$ cat src/rtl/mio_bus_ctrl_pkg.sv
// Shared definitions for the memory-mapped I/O bus controller:
// FSM state encoding, default tag map and counter sizing helper.
package mio_bus_ctrl_pkg;

    typedef enum logic [1:0] {
        MIO_IDLE   = 2'd0,
        MIO_ACCESS = 2'd1,
        MIO_RESP   = 2'd2
    } mio_state_e;

    localparam int          MIO_TAG_HI      = 31;
    localparam int          MIO_TAG_LO      = 28;
    localparam logic [15:0] MIO_DEF_SLV_TAG = 16'hFED0;

    // Wait counter only has to reach TIMEOUT-1; keep at least one bit.
    function automatic int mio_cnt_w(input int timeout);
        return (timeout > 1) ? $clog2(timeout) : 1;
    endfunction

endpackage

$ cat src/rtl/mio_addr_decode.sv
// Combinational address-tag decoder: one-hot select of the lowest-indexed
// slave whose tag matches, plus a hit flag.
module mio_addr_decode #(
    parameter int                  N_SLV   = 4,
    parameter int                  TW      = 4,
    parameter logic [N_SLV*TW-1:0] SLV_TAG = '0
) (
    input  logic [TW-1:0]    tag_i,
    output logic [N_SLV-1:0] sel_o,
    output logic             hit_o
);

    // Scan from the top down so the lowest matching index is written last.
    always_comb begin
        sel_o = '0;
        hit_o = 1'b0;
        for (int i = N_SLV - 1; i >= 0; i--) begin
            if (tag_i == SLV_TAG[i*TW +: TW]) begin
                sel_o    = '0;
                sel_o[i] = 1'b1;
                hit_o    = 1'b1;
            end
        end
    end

endmodule

$ cat src/rtl/mio_bus_ctrl.sv
// Registered MMIO bus controller: decodes the address tag, holds a one-hot
// slave select until ready or timeout, then returns a one-cycle ack/err.
module mio_bus_ctrl
    import mio_bus_ctrl_pkg::*;
#(
    parameter int N_SLV   = 4,
    parameter int AW      = 32,
    parameter int DW      = 32,
    parameter int TAG_HI  = MIO_TAG_HI,
    parameter int TAG_LO  = MIO_TAG_LO,
    parameter logic [N_SLV*(TAG_HI-TAG_LO+1)-1:0] SLV_TAG = MIO_DEF_SLV_TAG,
    parameter int TIMEOUT = 15
) (
    input  logic                clk,
    input  logic                rst_n,
    input  logic                cpu_req,
    input  logic                cpu_we,
    input  logic [AW-1:0]       cpu_addr,
    input  logic [DW-1:0]       cpu_wdata,
    output logic [DW-1:0]       cpu_rdata,
    output logic                cpu_ack,
    output logic                cpu_err,
    output logic [AW-1:0]       err_addr,
    output logic [N_SLV-1:0]    slv_sel,
    output logic                slv_we,
    output logic [AW-1:0]       slv_addr,
    output logic [DW-1:0]       slv_wdata,
    input  logic [N_SLV*DW-1:0] slv_rdata,
    input  logic [N_SLV-1:0]    slv_rdy
);

    localparam int TW = TAG_HI - TAG_LO + 1;
    localparam int CW = mio_cnt_w(TIMEOUT);

    mio_state_e        state_q, state_d;
    logic [N_SLV-1:0]  sel_q, sel_d;
    logic              we_q, we_d;
    logic [AW-1:0]     addr_q, addr_d;
    logic [DW-1:0]     wdata_q, wdata_d;
    logic              err_q, err_d;
    logic [DW-1:0]     rdata_q, rdata_d;
    logic [AW-1:0]     err_addr_q, err_addr_d;
    logic [CW-1:0]     cnt_q, cnt_d;

    logic [N_SLV-1:0]  dec_sel;
    logic              dec_hit;
    logic [DW-1:0]     rd_mux;
    logic              rdy_sel;
    logic              timed_out;

    mio_addr_decode #(
        .N_SLV   (N_SLV),
        .TW      (TW),
        .SLV_TAG (SLV_TAG)
    ) u_decode (
        .tag_i (cpu_addr[TAG_HI:TAG_LO]),
        .sel_o (dec_sel),
        .hit_o (dec_hit)
    );

    // sel_q is one-hot, so an AND-OR mux picks the active slave's data.
    always_comb begin
        rd_mux = '0;
        for (int i = 0; i < N_SLV; i++) begin
            if (sel_q[i]) begin
                rd_mux = rd_mux | slv_rdata[i*DW +: DW];
            end
        end
    end

    assign rdy_sel   = |(slv_rdy & sel_q);
    assign timed_out = (TIMEOUT != 0) && (cnt_q == CW'(TIMEOUT - 1));

    always_comb begin
        state_d    = state_q;
        sel_d      = sel_q;
        we_d       = we_q;
        addr_d     = addr_q;
        wdata_d    = wdata_q;
        err_d      = err_q;
        rdata_d    = rdata_q;
        err_addr_d = err_addr_q;
        cnt_d      = cnt_q;
        case (state_q)
            MIO_IDLE: begin
                if (cpu_req) begin
                    addr_d  = cpu_addr;
                    we_d    = cpu_we;
                    wdata_d = cpu_wdata;
                    sel_d   = dec_sel;
                    cnt_d   = '0;
                    if (dec_hit) begin
                        state_d = MIO_ACCESS;
                        err_d   = 1'b0;
                    end else begin
                        state_d    = MIO_RESP;
                        err_d      = 1'b1;
                        err_addr_d = cpu_addr;
                        if (!cpu_we) rdata_d = '0;
                    end
                end
            end
            MIO_ACCESS: begin
                // Ready is checked first so it beats a coincident timeout.
                if (rdy_sel) begin
                    state_d = MIO_RESP;
                    err_d   = 1'b0;
                    if (!we_q) rdata_d = rd_mux;
                end else if (timed_out) begin
                    state_d    = MIO_RESP;
                    err_d      = 1'b1;
                    err_addr_d = addr_q;
                    if (!we_q) rdata_d = '0;
                end else begin
                    cnt_d = cnt_q + CW'(1);
                end
            end
            MIO_RESP: begin
                state_d = MIO_IDLE;
            end
            default: begin
                state_d = MIO_IDLE;
            end
        endcase
    end

    always_ff @(posedge clk or negedge rst_n) begin
        if (!rst_n) begin
            state_q    <= MIO_IDLE;
            sel_q      <= '0;
            we_q       <= 1'b0;
            addr_q     <= '0;
            wdata_q    <= '0;
            err_q      <= 1'b0;
            rdata_q    <= '0;
            err_addr_q <= '0;
            cnt_q      <= '0;
        end else begin
            state_q    <= state_d;
            sel_q      <= sel_d;
            we_q       <= we_d;
            addr_q     <= addr_d;
            wdata_q    <= wdata_d;
            err_q      <= err_d;
            rdata_q    <= rdata_d;
            err_addr_q <= err_addr_d;
            cnt_q      <= cnt_d;
        end
    end

    assign cpu_ack   = (state_q == MIO_RESP);
    assign cpu_err   = (state_q == MIO_RESP) && err_q;
    assign cpu_rdata = rdata_q;
    assign err_addr  = err_addr_q;
    assign slv_sel   = (state_q == MIO_ACCESS) ? sel_q : '0;
    assign slv_we    = (state_q == MIO_ACCESS) && we_q;
    assign slv_addr  = addr_q;
    assign slv_wdata = wdata_q;

endmodule

$ cat config.mk
export PLATFORM = sky130hd
export DESIGN_NAME = mio_bus_ctrl
export DESIGN_NICKNAME = d
export VERILOG_FILES = /design/src/rtl/mio_bus_ctrl_pkg.sv /design/src/rtl/mio_addr_decode.sv /design/src/rtl/mio_bus_ctrl.sv
export SDC_FILE = /design/constraint.sdc
export NUM_CORES = 1
export LEC_CHECK = 0
export CORE_AREA = 2 2 130 132
export CTS_CLUSTER_DIAMETER = 120
export DETAILED_ROUTE_END_ITERATION = 16
export DIE_AREA = 0 0 132 134
export DONT_BUFFER_PORTS = 1
export GPL_ROUTABILITY_DRIVEN = 1
export PLACE_DENSITY = 0.63
export REMOVE_ABC_BUFFERS = 1
export SYNTH_ARGS = -nofsm -noshare
export SYNTH_HDL_FRONTEND = slang
export SYNTH_HIERARCHICAL = 1
export SYNTH_SLANG_ARGS = --single-unit
$ cat constraint.sdc
create_clock -name clk -period 4.05 [get_ports clk]
set_clock_uncertainty 0.2 [all_clocks]
set_input_delay 0.6075 -clock clk [delete_from_list [all_inputs] [get_ports clk]]
set_output_delay 0.6075 -clock clk [all_outputs]
set_load 0.01 [all_outputs]
==> impl_results.md <==
- # H-tree levels: 4
- Yosys warns: 6
- Syn Inst Count: 711
- Cell Area, Synth: 0.006783 mm^2
- First-pass GRT wire length: 30.60 mm
- TritonRoute pass-1 iters: 4
- Slew headroom: 0.4731
- Area post-placement: 0.006870 mm^2
- Vias/cell: 5.633
- Top cell type's share of synthesized area: 0.5165
- Critical path arrival: 2.87 ns
- GR met3 Demand/Resource: 0.09184
- DRT Wirelength: 19.90 mm
- Area Growth Syn to Fin: 10.40%
- Fin crit period: 2.775 ns
- HPWL after DPL: 14.16 mm
- Final Hold Vio Count: 35
- GRT Overall Usage: 0.2222
- GPL Wtd Cong: 0.9046
- Leak: 3.558 nW
- Die area: 0.01769 mm^2
- Clock root buffer: clkbuf_16
- Flops & latches, synth: 140
- Met1 layer usage reported by global route: 0.2463
- Number of remaining DRC errors: 0
- Top post-synthesis cells by area: dfrtp_1 52%, nand2_1 17%, a22oi_1 7.3%
- Clk Latency, worst-skew pair: 0.41 ns
- Critical path startpoint category: register
- Worst-path clk slew: 0.06 ns
- Fmax: 360.4 MHz
- FP Rows: 47
- Final worst setup slack: 1.275 ns
- Layer with the highest usage: met2
- CTS buffer count: 17
- Asr flop ratio synth: 1.000
- RR Startpoint: sel_q[2]$_DFFE_PN0P_
- Worst Path Required: 4.14 ns
- Initial antenna violation count: 2
- Core area: 0.01629 mm^2
- Max cap viols: 0
- Number of gates resized after cts: 0
- Peak supply drop: 0.3715 mV
- CTS tree: built
- DRT antenna net count: 0
- Die height: 134 um
- Die X: 132 um
- Crit Path Class: reg2reg
- WHS: -0.04452 ns
- Final Net Count: 893
- Critical path origin: sel_q[2]$_DFFE_PN0P_
- Share of cells above drive strength 1: 0.1634
- HP Class: in2async
- Met2 Use GR: 0.3819
- Failing checks: negative hold slack
- Reg2reg path depth: 4
- Distinct cells, synth: 39
- Initial core utilization: 0.4164
- Grt ovf: 0
- Largest net degree at the start of global routing: 141
- CP Capture Type: register
- Sequential area share after synthesis: 0.5165
- Clock sink count: 140
- Avg Cell Area, Syn: 9.540 um^2
- Post-synth EDFFs: 0
- Pwr dens: 747.2 mW/mm^2
- Clk buf depth: 2
- Mean routed wirelength per cell: 21.48 um
- Place WS: 1.344 ns
- Vias in the first global route: 5440
- Via count: 5216
- Final instance area: 0.007488 mm^2
- Crit share post-route: 0.6851
- # setup viols final: 0
- Least-Margin Pin Slew: 0.7903 ns
- Biggest area consumer among synthesized cells: dfrtp_1
- RSZ-0062 raised after global routing: no
- Ports: 335
- PortBufs: 0
- DRT iter0 DRCs: 216
- Max-slew violations: 0
- Worst-path fanout max: 32
- Post-CTS setup buffers: 0
- Main synth FF type: dfrtp_1
- Status: finished, violations left
-- placed cells by master, fill, tap and decap left out, types with 3 or more instances in the layout --
| master | netlist | final |
|---|---|---|
| nor2b_1 | 4 | 3 |
| nand3_1 | 3 | 3 |
| dfrtp_1 | 140 | 140 |
| and2_1 | 6 | 6 |
| mux2_2 | 34 | 34 |
| nor2_1 | 5 | 5 |
| a22oi_1 | 66 | 66 |
| nand2_1 | 309 | 309 |
| a21oi_1 | 32 | 32 |
| inv_6 | 0 | 6 |
| buf_4 | 4 | 10 |
| clkbuf_16 | 0 | 17 |
| clkinv_4 | 0 | 3 |
| mux2_4 | 30 | 30 |
-- where the power goes --
group | internal [mW] | switching [mW] | leakage, nW
logic | 0.571 | 0.845 | 1.50
registers | 1.92 | 0.727 | 1.78
clock network | 0.885 | 0.653 | 0.283
-- critical path: stages, from the launching register on --
cell     delay [ns]
dfrtp_1        0.69
a22oi_1        0.27
a41oi_1        0.42
o211a_4        0.66
mux2_2         0.40
-- cells in the mapped netlist (4+ instances only) --
library cell,count
a21oi_1,32
a22oi_1,66
and2_1,6
buf_2,9
buf_4,4
clkbuf_1,33
dfrtp_1,140
mux2_2,34
mux2_4,30
nand2_1,309
nor2_1,5
nor2b_1,4
-- flip-flops by register name, summed over array words and instances (netlist names) --
name / flops
we_q: 1
err_addr: 32
cnt_q: 4
slv_addr: 32
err_q: 1
cpu_rdata: 32
slv_wdata: 32
sel_q: 4
state_q: 2
-- metrics by stage --
stage,TNS [ns],std cells,power [mW],utilization
6_report,0,926,5.595,0.4597
2_1_floorplan,-56.18,661,3.573,-
3_3_place_gp,0,891,3.983,0.4218
3_5_place_dp,0,891,4.080,0.4218
4_1_cts,0,923,5.636,0.4577
5_1_grt,0,926,5.964,0.4597
-- worst paths after layout --
check / to / slack [ns]
max: cpu_rdata[15]$_DFFE_PN0P_ / 1.28
min: cpu_rdata[5]$_DFFE_PN0P_ / -0.04
max reg2reg: cpu_rdata[15]$_DFFE_PN0P_ / 1.28
min reg2reg: err_q$_DFFE_PN0P_ / 0.28
max in group asynchronous: slv_wdata[22]$_DFFE_PN0P_ / 3.10
min in group clk: slv_addr[17]$_DFFE_PN0P_ / 0.10
-- final cells by class --
| cell class | instances | area, um^2 |
|---|---|---|
| fill | 1521 | 8801 |
| sequential | 140 | 3503 |
| multi-input combinational | 519 | 3009 |
| clock buffer | 18 | 439.2 |
| tap | 220 | 275.3 |
| clock inverter | 14 | 146.4 |
| timing repair buffer | 11 | 102.6 |
| inverter | 2 | 7.507 |
| antenna | 2 | 5.005 |
-- kinds of logic (layout without fill, tap and decap cells) --
group,Yosys count,count (layout),share of synthesized area
AOI/OAI and AO/OA,114,114,0.1177
adders and majority gates,2,2,0.003689
buffers and inverters,52,45,0.04095
DFF,140,140,0.5165
muxes,65,65,0.1243
other,0,2,0
and+or+nand+nor,338,338,0.1968
-- per-layer routing --
metal | share of wire | up-vias
met5 | 0 | -
met4 | 0.033 | 0
met3 | 0.11 | 35
met2 | 0.49 | 277
met1 | 0.37 | 2563
li1 | - | 2341
(Power assumes the default switching activity.)
